<file path="config.mk">
export PLATFORM = sky130hd
export DESIGN_NAME = sprite_pixel_pipeline_flat
export DESIGN_NICKNAME = d
export VERILOG_FILES = /design/src/rtl/sprite_pixel_pipeline_if.sv /design/src/rtl/sprite_pixel_pipeline.sv /design/src/flat_wrapper.sv
export SDC_FILE = /design/constraint.sdc
export NUM_CORES = 1
export LEC_CHECK = 0
export BUFFER_PORTS_ARGS = -buffer_cell sky130_fd_sc_hd__buf_4
export CORE_MARGIN = 2
export CORE_UTILIZATION = 52
export CTS_CLUSTER_SIZE = 40
export DETAILED_ROUTE_END_ITERATION = 6
export PLACE_DENSITY = 0.7
export SLEW_MARGIN = 20
export SYNTH_ARGS = -nofsm -noshare
export SYNTH_HDL_FRONTEND = slang
export SYNTH_SLANG_ARGS = --single-unit
</file>
<file path="constraint.sdc">
create_clock -name Clk -period 3.94 [get_ports Clk]
set_input_delay 0.394 -clock Clk [delete_from_list [all_inputs] [get_ports Clk]]
set_output_delay 0.394 -clock Clk [all_outputs]
set_load 0.02 [all_outputs]
</file>
<file path="src/rtl/sprite_pixel_pipeline_if.sv">
// Pixel-stream bundle between the region decoder / sprite ROM / palette
// loader (master) and the sprite pixel pipeline (slave).
interface sprite_pixel_pipeline_if;
  logic [4:0]  is_sprite;
  logic [9:0]  DrawX;
  logic [9:0]  DrawY;
  logic [7:0]  bg_R;
  logic [7:0]  bg_G;
  logic [7:0]  bg_B;
  logic        hs_in;
  logic        vs_in;
  logic        blank_n_in;
  logic [15:0] rom_addr;
  logic [3:0]  rom_data;
  logic        pal_we;
  logic [3:0]  pal_waddr;
  logic [23:0] pal_wdata;
  logic [7:0]  VGA_R;
  logic [7:0]  VGA_G;
  logic [7:0]  VGA_B;
  logic        VGA_HS;
  logic        VGA_VS;
  logic        VGA_BLANK_N;

  modport master (
    output is_sprite, DrawX, DrawY, bg_R, bg_G, bg_B,
    output hs_in, vs_in, blank_n_in, rom_data,
    output pal_we, pal_waddr, pal_wdata,
    input  rom_addr, VGA_R, VGA_G, VGA_B, VGA_HS, VGA_VS, VGA_BLANK_N
  );

  modport slave (
    input  is_sprite, DrawX, DrawY, bg_R, bg_G, bg_B,
    input  hs_in, vs_in, blank_n_in, rom_data,
    input  pal_we, pal_waddr, pal_wdata,
    output rom_addr, VGA_R, VGA_G, VGA_B, VGA_HS, VGA_VS, VGA_BLANK_N
  );
endinterface

</file>
<file path="src/rtl/sprite_pixel_pipeline.sv">
// Sprite pixel pipeline: sprite ID + DrawX/DrawY -> sprite ROM address,
// texel -> 16-entry writable palette, composited over the background.
// Three-cycle fixed latency for RGB and VGA sidebands, one pixel per clock.
module sprite_pixel_pipeline #(
  parameter int SPR_W = 64,
  parameter int SPR_H = 128
) (
  input  logic                     Clk,
  input  logic                     Reset_n,
  sprite_pixel_pipeline_if.slave   bus
);

  // Fixed pipeline depth; the sideband delay line is sized from it.
  localparam int LATENCY = 3;

  localparam logic [9:0] SPR_W_L     = 10'(SPR_W);
  localparam logic [9:0] SPR_H_L     = 10'(SPR_H);
  localparam logic [9:0] ID2_BASE_X  = 10'd64;
  localparam logic [9:0] ID2_HEIGHT  = 10'd96;
  // Sideband bundle {hs, vs, blank_n}; idle value keeps syncs high and blanks.
  localparam logic [2:0] SB_IDLE     = 3'b110;

  // Stage 1 registers
  logic [15:0] rom_addr_q, rom_addr_d;
  logic        valid1_q;
  logic [23:0] bg1_q;
  // Stage 2 registers
  logic [3:0]  texel2_q;
  logic        valid2_q;
  logic [23:0] bg2_q;
  // Stage 3 registers
  logic [23:0] rgb_q, rgb_d;
  // Sideband delay line, one entry per pipeline stage
  logic [2:0]  sb_q [LATENCY];
  // Palette storage (must clear on reset, so kept in flops)
  logic [23:0] pal_q [16];

  logic [9:0]  base_x;
  logic [9:0]  height;
  logic [9:0]  lx;
  logic [9:0]  ly;
  logic [2:0]  slot;
  logic        id_ok;
  logic        pix_valid;

  // Sprite geometry, validity and ROM address for the incoming pixel.
  always_comb begin
    base_x    = (bus.is_sprite == 5'd2) ? ID2_BASE_X : 10'd0;
    height    = (bus.is_sprite == 5'd2) ? ID2_HEIGHT : SPR_H_L;
    lx        = bus.DrawX - base_x;  // wraps large when left of the base, so it fails lx < width
    ly        = bus.DrawY;
    id_ok     = (bus.is_sprite >= 5'd1) && (bus.is_sprite <= 5'd8);
    pix_valid = id_ok && (lx < SPR_W_L) && (ly < height);
    slot      = bus.is_sprite[2:0] - 3'd1;  // ID 8 lands in slot 7
    rom_addr_d = rom_addr_q;
    if (pix_valid) begin
      rom_addr_d = {slot, ly[6:0], lx[5:0]};
    end
  end

  // Stage 1: present the ROM address and carry validity/background forward.
  always_ff @(posedge Clk or negedge Reset_n) begin
    if (!Reset_n) begin
      rom_addr_q <= '0;
      valid1_q   <= 1'b0;
      bg1_q      <= '0;
    end else begin
      rom_addr_q <= rom_addr_d;
      valid1_q   <= pix_valid;
      bg1_q      <= {bus.bg_R, bus.bg_G, bus.bg_B};
    end
  end

  // Stage 2: capture the ROM texel that answers the stage-1 address.
  always_ff @(posedge Clk or negedge Reset_n) begin
    if (!Reset_n) begin
      texel2_q <= '0;
      valid2_q <= 1'b0;
      bg2_q    <= '0;
    end else begin
      texel2_q <= bus.rom_data;
      valid2_q <= valid1_q;
      bg2_q    <= bg1_q;
    end
  end

  // Stage 3 select: opaque sprite texel over background, forced black when blanked.
  always_comb begin
    rgb_d = bg2_q;
    if (valid2_q && (texel2_q != 4'd0)) begin
      rgb_d = pal_q[texel2_q];
    end
    if (!sb_q[LATENCY-2][0]) begin
      rgb_d = '0;
    end
  end

  // Stage 3: register the final colour.
  always_ff @(posedge Clk or negedge Reset_n) begin
    if (!Reset_n) begin
      rgb_q <= '0;
    end else begin
      rgb_q <= rgb_d;
    end
  end

  // Sideband delay line matching the RGB path.
  always_ff @(posedge Clk or negedge Reset_n) begin
    if (!Reset_n) begin
      for (int i = 0; i < LATENCY; i++) begin
        sb_q[i] <= SB_IDLE;
      end
    end else begin
      sb_q[0] <= {bus.hs_in, bus.vs_in, bus.blank_n_in};
      for (int i = 1; i < LATENCY; i++) begin
        sb_q[i] <= sb_q[i-1];
      end
    end
  end

  // Palette writes; stage 3 reads the pre-write value on the same edge.
  always_ff @(posedge Clk or negedge Reset_n) begin
    if (!Reset_n) begin
      for (int i = 0; i < 16; i++) begin
        pal_q[i] <= '0;
      end
    end else if (bus.pal_we) begin
      pal_q[bus.pal_waddr] <= bus.pal_wdata;
    end
  end

  assign bus.rom_addr    = rom_addr_q;
  assign bus.VGA_R       = rgb_q[23:16];
  assign bus.VGA_G       = rgb_q[15:8];
  assign bus.VGA_B       = rgb_q[7:0];
  assign bus.VGA_HS      = sb_q[LATENCY-1][2];
  assign bus.VGA_VS      = sb_q[LATENCY-1][1];
  assign bus.VGA_BLANK_N = sb_q[LATENCY-1][0];

endmodule

</file>
<file path="src/flat_wrapper.sv">
// flat-port wrapper written by rule: the top's interface ports become plain ports
module sprite_pixel_pipeline_flat 
#(
  parameter int SPR_W = 64,
  parameter int SPR_H = 128
)
  (Clk, Reset_n, bus_is_sprite, bus_DrawX, bus_DrawY, bus_bg_R, bus_bg_G, bus_bg_B, bus_hs_in, bus_vs_in, bus_blank_n_in, bus_rom_data, bus_pal_we, bus_pal_waddr, bus_pal_wdata, bus_rom_addr, bus_VGA_R, bus_VGA_G, bus_VGA_B, bus_VGA_HS, bus_VGA_VS, bus_VGA_BLANK_N);
  sprite_pixel_pipeline_if bus_i ();
  input  logic Clk;
  input  logic Reset_n;
  input wire logic [$bits(bus_i.is_sprite)-1:0] bus_is_sprite;
  input wire logic [$bits(bus_i.DrawX)-1:0] bus_DrawX;
  input wire logic [$bits(bus_i.DrawY)-1:0] bus_DrawY;
  input wire logic [$bits(bus_i.bg_R)-1:0] bus_bg_R;
  input wire logic [$bits(bus_i.bg_G)-1:0] bus_bg_G;
  input wire logic [$bits(bus_i.bg_B)-1:0] bus_bg_B;
  input wire logic [$bits(bus_i.hs_in)-1:0] bus_hs_in;
  input wire logic [$bits(bus_i.vs_in)-1:0] bus_vs_in;
  input wire logic [$bits(bus_i.blank_n_in)-1:0] bus_blank_n_in;
  input wire logic [$bits(bus_i.rom_data)-1:0] bus_rom_data;
  input wire logic [$bits(bus_i.pal_we)-1:0] bus_pal_we;
  input wire logic [$bits(bus_i.pal_waddr)-1:0] bus_pal_waddr;
  input wire logic [$bits(bus_i.pal_wdata)-1:0] bus_pal_wdata;
  output wire logic [$bits(bus_i.rom_addr)-1:0] bus_rom_addr;
  output wire logic [$bits(bus_i.VGA_R)-1:0] bus_VGA_R;
  output wire logic [$bits(bus_i.VGA_G)-1:0] bus_VGA_G;
  output wire logic [$bits(bus_i.VGA_B)-1:0] bus_VGA_B;
  output wire logic [$bits(bus_i.VGA_HS)-1:0] bus_VGA_HS;
  output wire logic [$bits(bus_i.VGA_VS)-1:0] bus_VGA_VS;
  output wire logic [$bits(bus_i.VGA_BLANK_N)-1:0] bus_VGA_BLANK_N;
  assign bus_i.is_sprite = bus_is_sprite;
  assign bus_i.DrawX = bus_DrawX;
  assign bus_i.DrawY = bus_DrawY;
  assign bus_i.bg_R = bus_bg_R;
  assign bus_i.bg_G = bus_bg_G;
  assign bus_i.bg_B = bus_bg_B;
  assign bus_i.hs_in = bus_hs_in;
  assign bus_i.vs_in = bus_vs_in;
  assign bus_i.blank_n_in = bus_blank_n_in;
  assign bus_i.rom_data = bus_rom_data;
  assign bus_i.pal_we = bus_pal_we;
  assign bus_i.pal_waddr = bus_pal_waddr;
  assign bus_i.pal_wdata = bus_pal_wdata;
  assign bus_rom_addr = bus_i.rom_addr;
  assign bus_VGA_R = bus_i.VGA_R;
  assign bus_VGA_G = bus_i.VGA_G;
  assign bus_VGA_B = bus_i.VGA_B;
  assign bus_VGA_HS = bus_i.VGA_HS;
  assign bus_VGA_VS = bus_i.VGA_VS;
  assign bus_VGA_BLANK_N = bus_i.VGA_BLANK_N;
  sprite_pixel_pipeline #(.SPR_W(SPR_W), .SPR_H(SPR_H)) u_core (.Clk(Clk), .Reset_n(Reset_n), .bus(bus_i));
endmodule
</file>
==> flow_summary_export.csv <==
group,metric,value,unit
global_route,grt_pass1_vias,12800,
logic_synthesis,ys_warn_count,0,
die,rows,71,
placement,dp_cells,1982,
setup_path,critPathCaptureType,"register",
finish,multi_input_area,7710,um2
global_route,busiest_layer,"met2",
setup_path,crit_path_max_incr_delay,0.59,ns
global_route,grt_max_degree,101,
clock_network,cts_sinks,463,
logic_synthesis,synth.cells.most_frequent,"dfrtp_1, mux2_2, clkbuf_1, mux2i_1, nand2_1",
clock_network,ctsResizeCount,0,
clock_network,cts.clk_slew.worst_paths,0.06,ns
logic_synthesis,ys_top_cells_by_area,"dfrtp_1, mux2_2, mux2i_1, mux4_2, clkbuf_1",
logic_synthesis,synthAdderAreaFrac,0.00505,
timing,hold_viol,0,
timing,relSlewSlack,0.257,
clock_network,root_buffer,"clkbuf_16",
power_and_ir_drop,total_power,12.8,mW
logic_synthesis,ys_types,35,
outcome,status,"completed",
drt,ant_nets,0,
timing,finalSetupViolations,0,
logic_synthesis,synth_top_area_share,0.577,
power_and_ir_drop,vdd_drop_max,0.000344,V
finish,final_net_count,1648,
clock_network,clk_latency,0.59,ns
finish,stdcell_count,2105,
timing,tns,0,ns
setup_path,worst_path_max_delay_cell,"nor4b_1",
timing,worst_pin_slew,1.11,ns
die,die_w,199,um
drt,viasPerCell,5.78,
timing,maxSlewViolCount,0,
timing,rsz0062_at_grt,"false",
global_route,grt_pass1_wl,76.6,mm
clock_network,cts_buffer_depth,3,
global_route,met3_usage,0.0353,
setup_path,required,4.41,ns
logic_synthesis,async_flop_share,1.00,
finish,drive_above_1_share,0.420,
global_route,met1_usage,0.332,
drt,routedWlPerCell,23.6,um
logic_synthesis,ys_seq_area_frac,0.585,
logic_synthesis,synth-xor-area-share,0.00133,
drt,route.detailed.drc,0,
drt,drt_iter0_drc,669,
timing,min_period,2.92,ns
timing,skew,0.0199,ns
logic_synthesis,netlist_area,19800,um2
setup_path,cp_max_fo,16,
logic_synthesis,synth_nets,1517,
logic_synthesis,avgSynthCellArea,13.9,um2
logic_synthesis,synthCells,1422,
logic_synthesis,ys.flop_type,"dfrtp_1",
die,fp.coreArea,37600,um2
timing,whs,0.0449,ns
placement,routabilityCongestion,0.743,
clock_network,cts_tree,"yes",
finish,ff_latch_area,11600,um2
placement,io_buffer_count,129,
die,die_area,39700,um2
drt,first_pass_iters,4,
drt,dr_total_vias,12200,
setup_path,worstPathCellList,"buf_4, inv_1, ha_1, nor4b_1, ha_1, or4b_1, a2111oi_1, nor4b_4, buf_4, mux2_2",
logic_synthesis,synth_compound_area_frac,0.0575,
logic_synthesis,synth.area.mux_share,0.289,
die,die_h,199,um
clock_network,numCtsBuffers,48,
logic_synthesis,yosys.area_share.simple,0.0334,
timing,period_share,0.741,
job,drv_cap,0,
logic_synthesis,synth-seq-cells,463,
global_route,track_usage,0.259,
global_route,antenna_found_initial,2,
logic_synthesis,synth-edff-count,0,
logic_synthesis,yosysTopAreaCell,"dfrtp_1",
power_and_ir_drop,leakage,10.6,nW
die,start_util,0.528,
clock_network,cts_setup_buffers,0,
die,io_pins,130,
global_route,grt_use_met2,0.447,
setup_path,start_kind,"input port",
setup_path,path_class,"input port to register",
global_route,grt_overflow_total,0,
clock_network,cts.htree.levels,2,
setup_path,arrival,3.39,ns
logic_synthesis,synth_top_family_by_area,"multiplexers",
placement,dp_hpwl,28.3,mm
timing,max_clock_freq,0.342,GHz
power_and_ir_drop,p_per_area,546,nW/um2
hold_path,min_path_type,"input port to register",
finish,fill_cells,2860,
finish,syn_to_final_growth,18.2,%
logic_synthesis,yosysMostFrequentCell,"dfrtp_1",
drt,routed_wl,49.6,mm
[power by group]
group | internal (mW) | switching [mW]
Clock | 2.97 | 1.89
Combinational | 1.07 | 0.715
Sequential | 5.68 | 0.489
Total | 9.71 | 3.10
[logic make-up after synthesis]
| group | count (synthesis) |
|---|---|
| fa+ha+maj | 8 |
| compound gates | 171 |
| mux | 496 |
| buf+inv | 147 |
| xor+xnor | 3 |
| simple gates | 134 |
| flops | 463 |
[placed cells by master (no fill, tap or decap), types with 7 or more instances in the layout]
cell	count
o21bai_1	24
ha_1	8
a21oi_1	25
inv_1	30
nor2_2	9
mux4_2	24
nand2_1	49
buf_12	7
mux2_2	375
nor2_1	27
a221oi_1	24
mux2i_1	97
clkbuf_8	12
dfrtp_1	453
o21ai_0	48
clkbuf_16	49
clkbuf_1	10
nand2b_1	30
o2111ai_1	24
bufinv_16	7
buf_4	158
a31oi_1	23
dlygate4sd3_1	32
[timing repair]
| action | in CTS | in global routing |
|---|---|---|
| hold buffers | 32 | 0 |
| endpoints found under the hold margin | 124 | 0 |
| endpoints found under the setup margin | 0 | 0 |
[routing by layer]
layer	part of all wire	wire length, um
met5	0	0
met4	0.032	1600
met3	0.040	1990
met2	0.51	25300
met1	0.42	20700
[worst max-delay path, delay by kind of cell]
kind | cells | cell delay [ns]
compound gates | 1 | 0.44
mux | 1 | 0.37
buf+inv | 3 | 0.50
fa+ha+maj | 2 | 0.36
simple gates | 3 | 1.31
[final timing paths]
| path | startpoint | to | slack (ns) | depth (start not counted) |
|---|---|---|---|---|
| setup / recovery | bus_is_sprite[0] | u_core.bus.rom_addr[4] | 1.02 | 10 |
| hold / removal | bus_DrawX[1] | u_core.bus.rom_addr[1] | 0.04 | 2 |
| setup reg to reg | u_core.texel2_q[1] | u_core.rgb_q[20] | 1.42 | 4 |
| min in group asynchronous | Reset_n | u_core.pal_q[333] | 0.41 | 2 |
| hold reg to reg | u_core.bg1_q[6] | u_core.bg2_q[6] | 0.34 | 0 |
| max in group asynchronous | Reset_n | u_core.bus.VGA_VS | 2.41 | 3 |
[layout make-up]
cell class | count | area share
clock buffer | 71 | 0.0609
antenna | 2 | 0.000213
tap | 511 | 0.0273
clock inverter | 18 | 0.0121
multi-input combinational | 812 | 0.329
inverter | 30 | 0.00480
sequential | 463 | 0.495
timing repair buffer | 198 | 0.0709
[state kept, by name, summed over array words and instances (netlist names)]
name,flops
u_core.bus.VGA_BLANK_N,1
u_core.texel2_q,4
u_core.valid1_q,1
u_core.bus.VGA_HS,1
u_core.bus.VGA_VS,1
u_core.rgb_q,24
u_core.bg2_q,24
u_core.valid2_q,1
u_core.bus.rom_addr,16
u_core.bg1_q,24
u_core.pal_q,360
u_core.sb_q,6
[per-stage QoR]
stage | instance area [um2] | utilization | worst slack (ns)
6_report | 23400 | 0.624 | 1.02
5_1_grt | 23400 | 0.624 | 0.734
4_1_cts | 23400 | 0.624 | 1.06
3_5_place_dp | 21400 | 0.570 | 0.434
3_3_place_gp | 21400 | 0.570 | 0.641
2_1_floorplan | 19800 | - | 0.877
No activity file was read; power rests on OpenSTA's default activity.
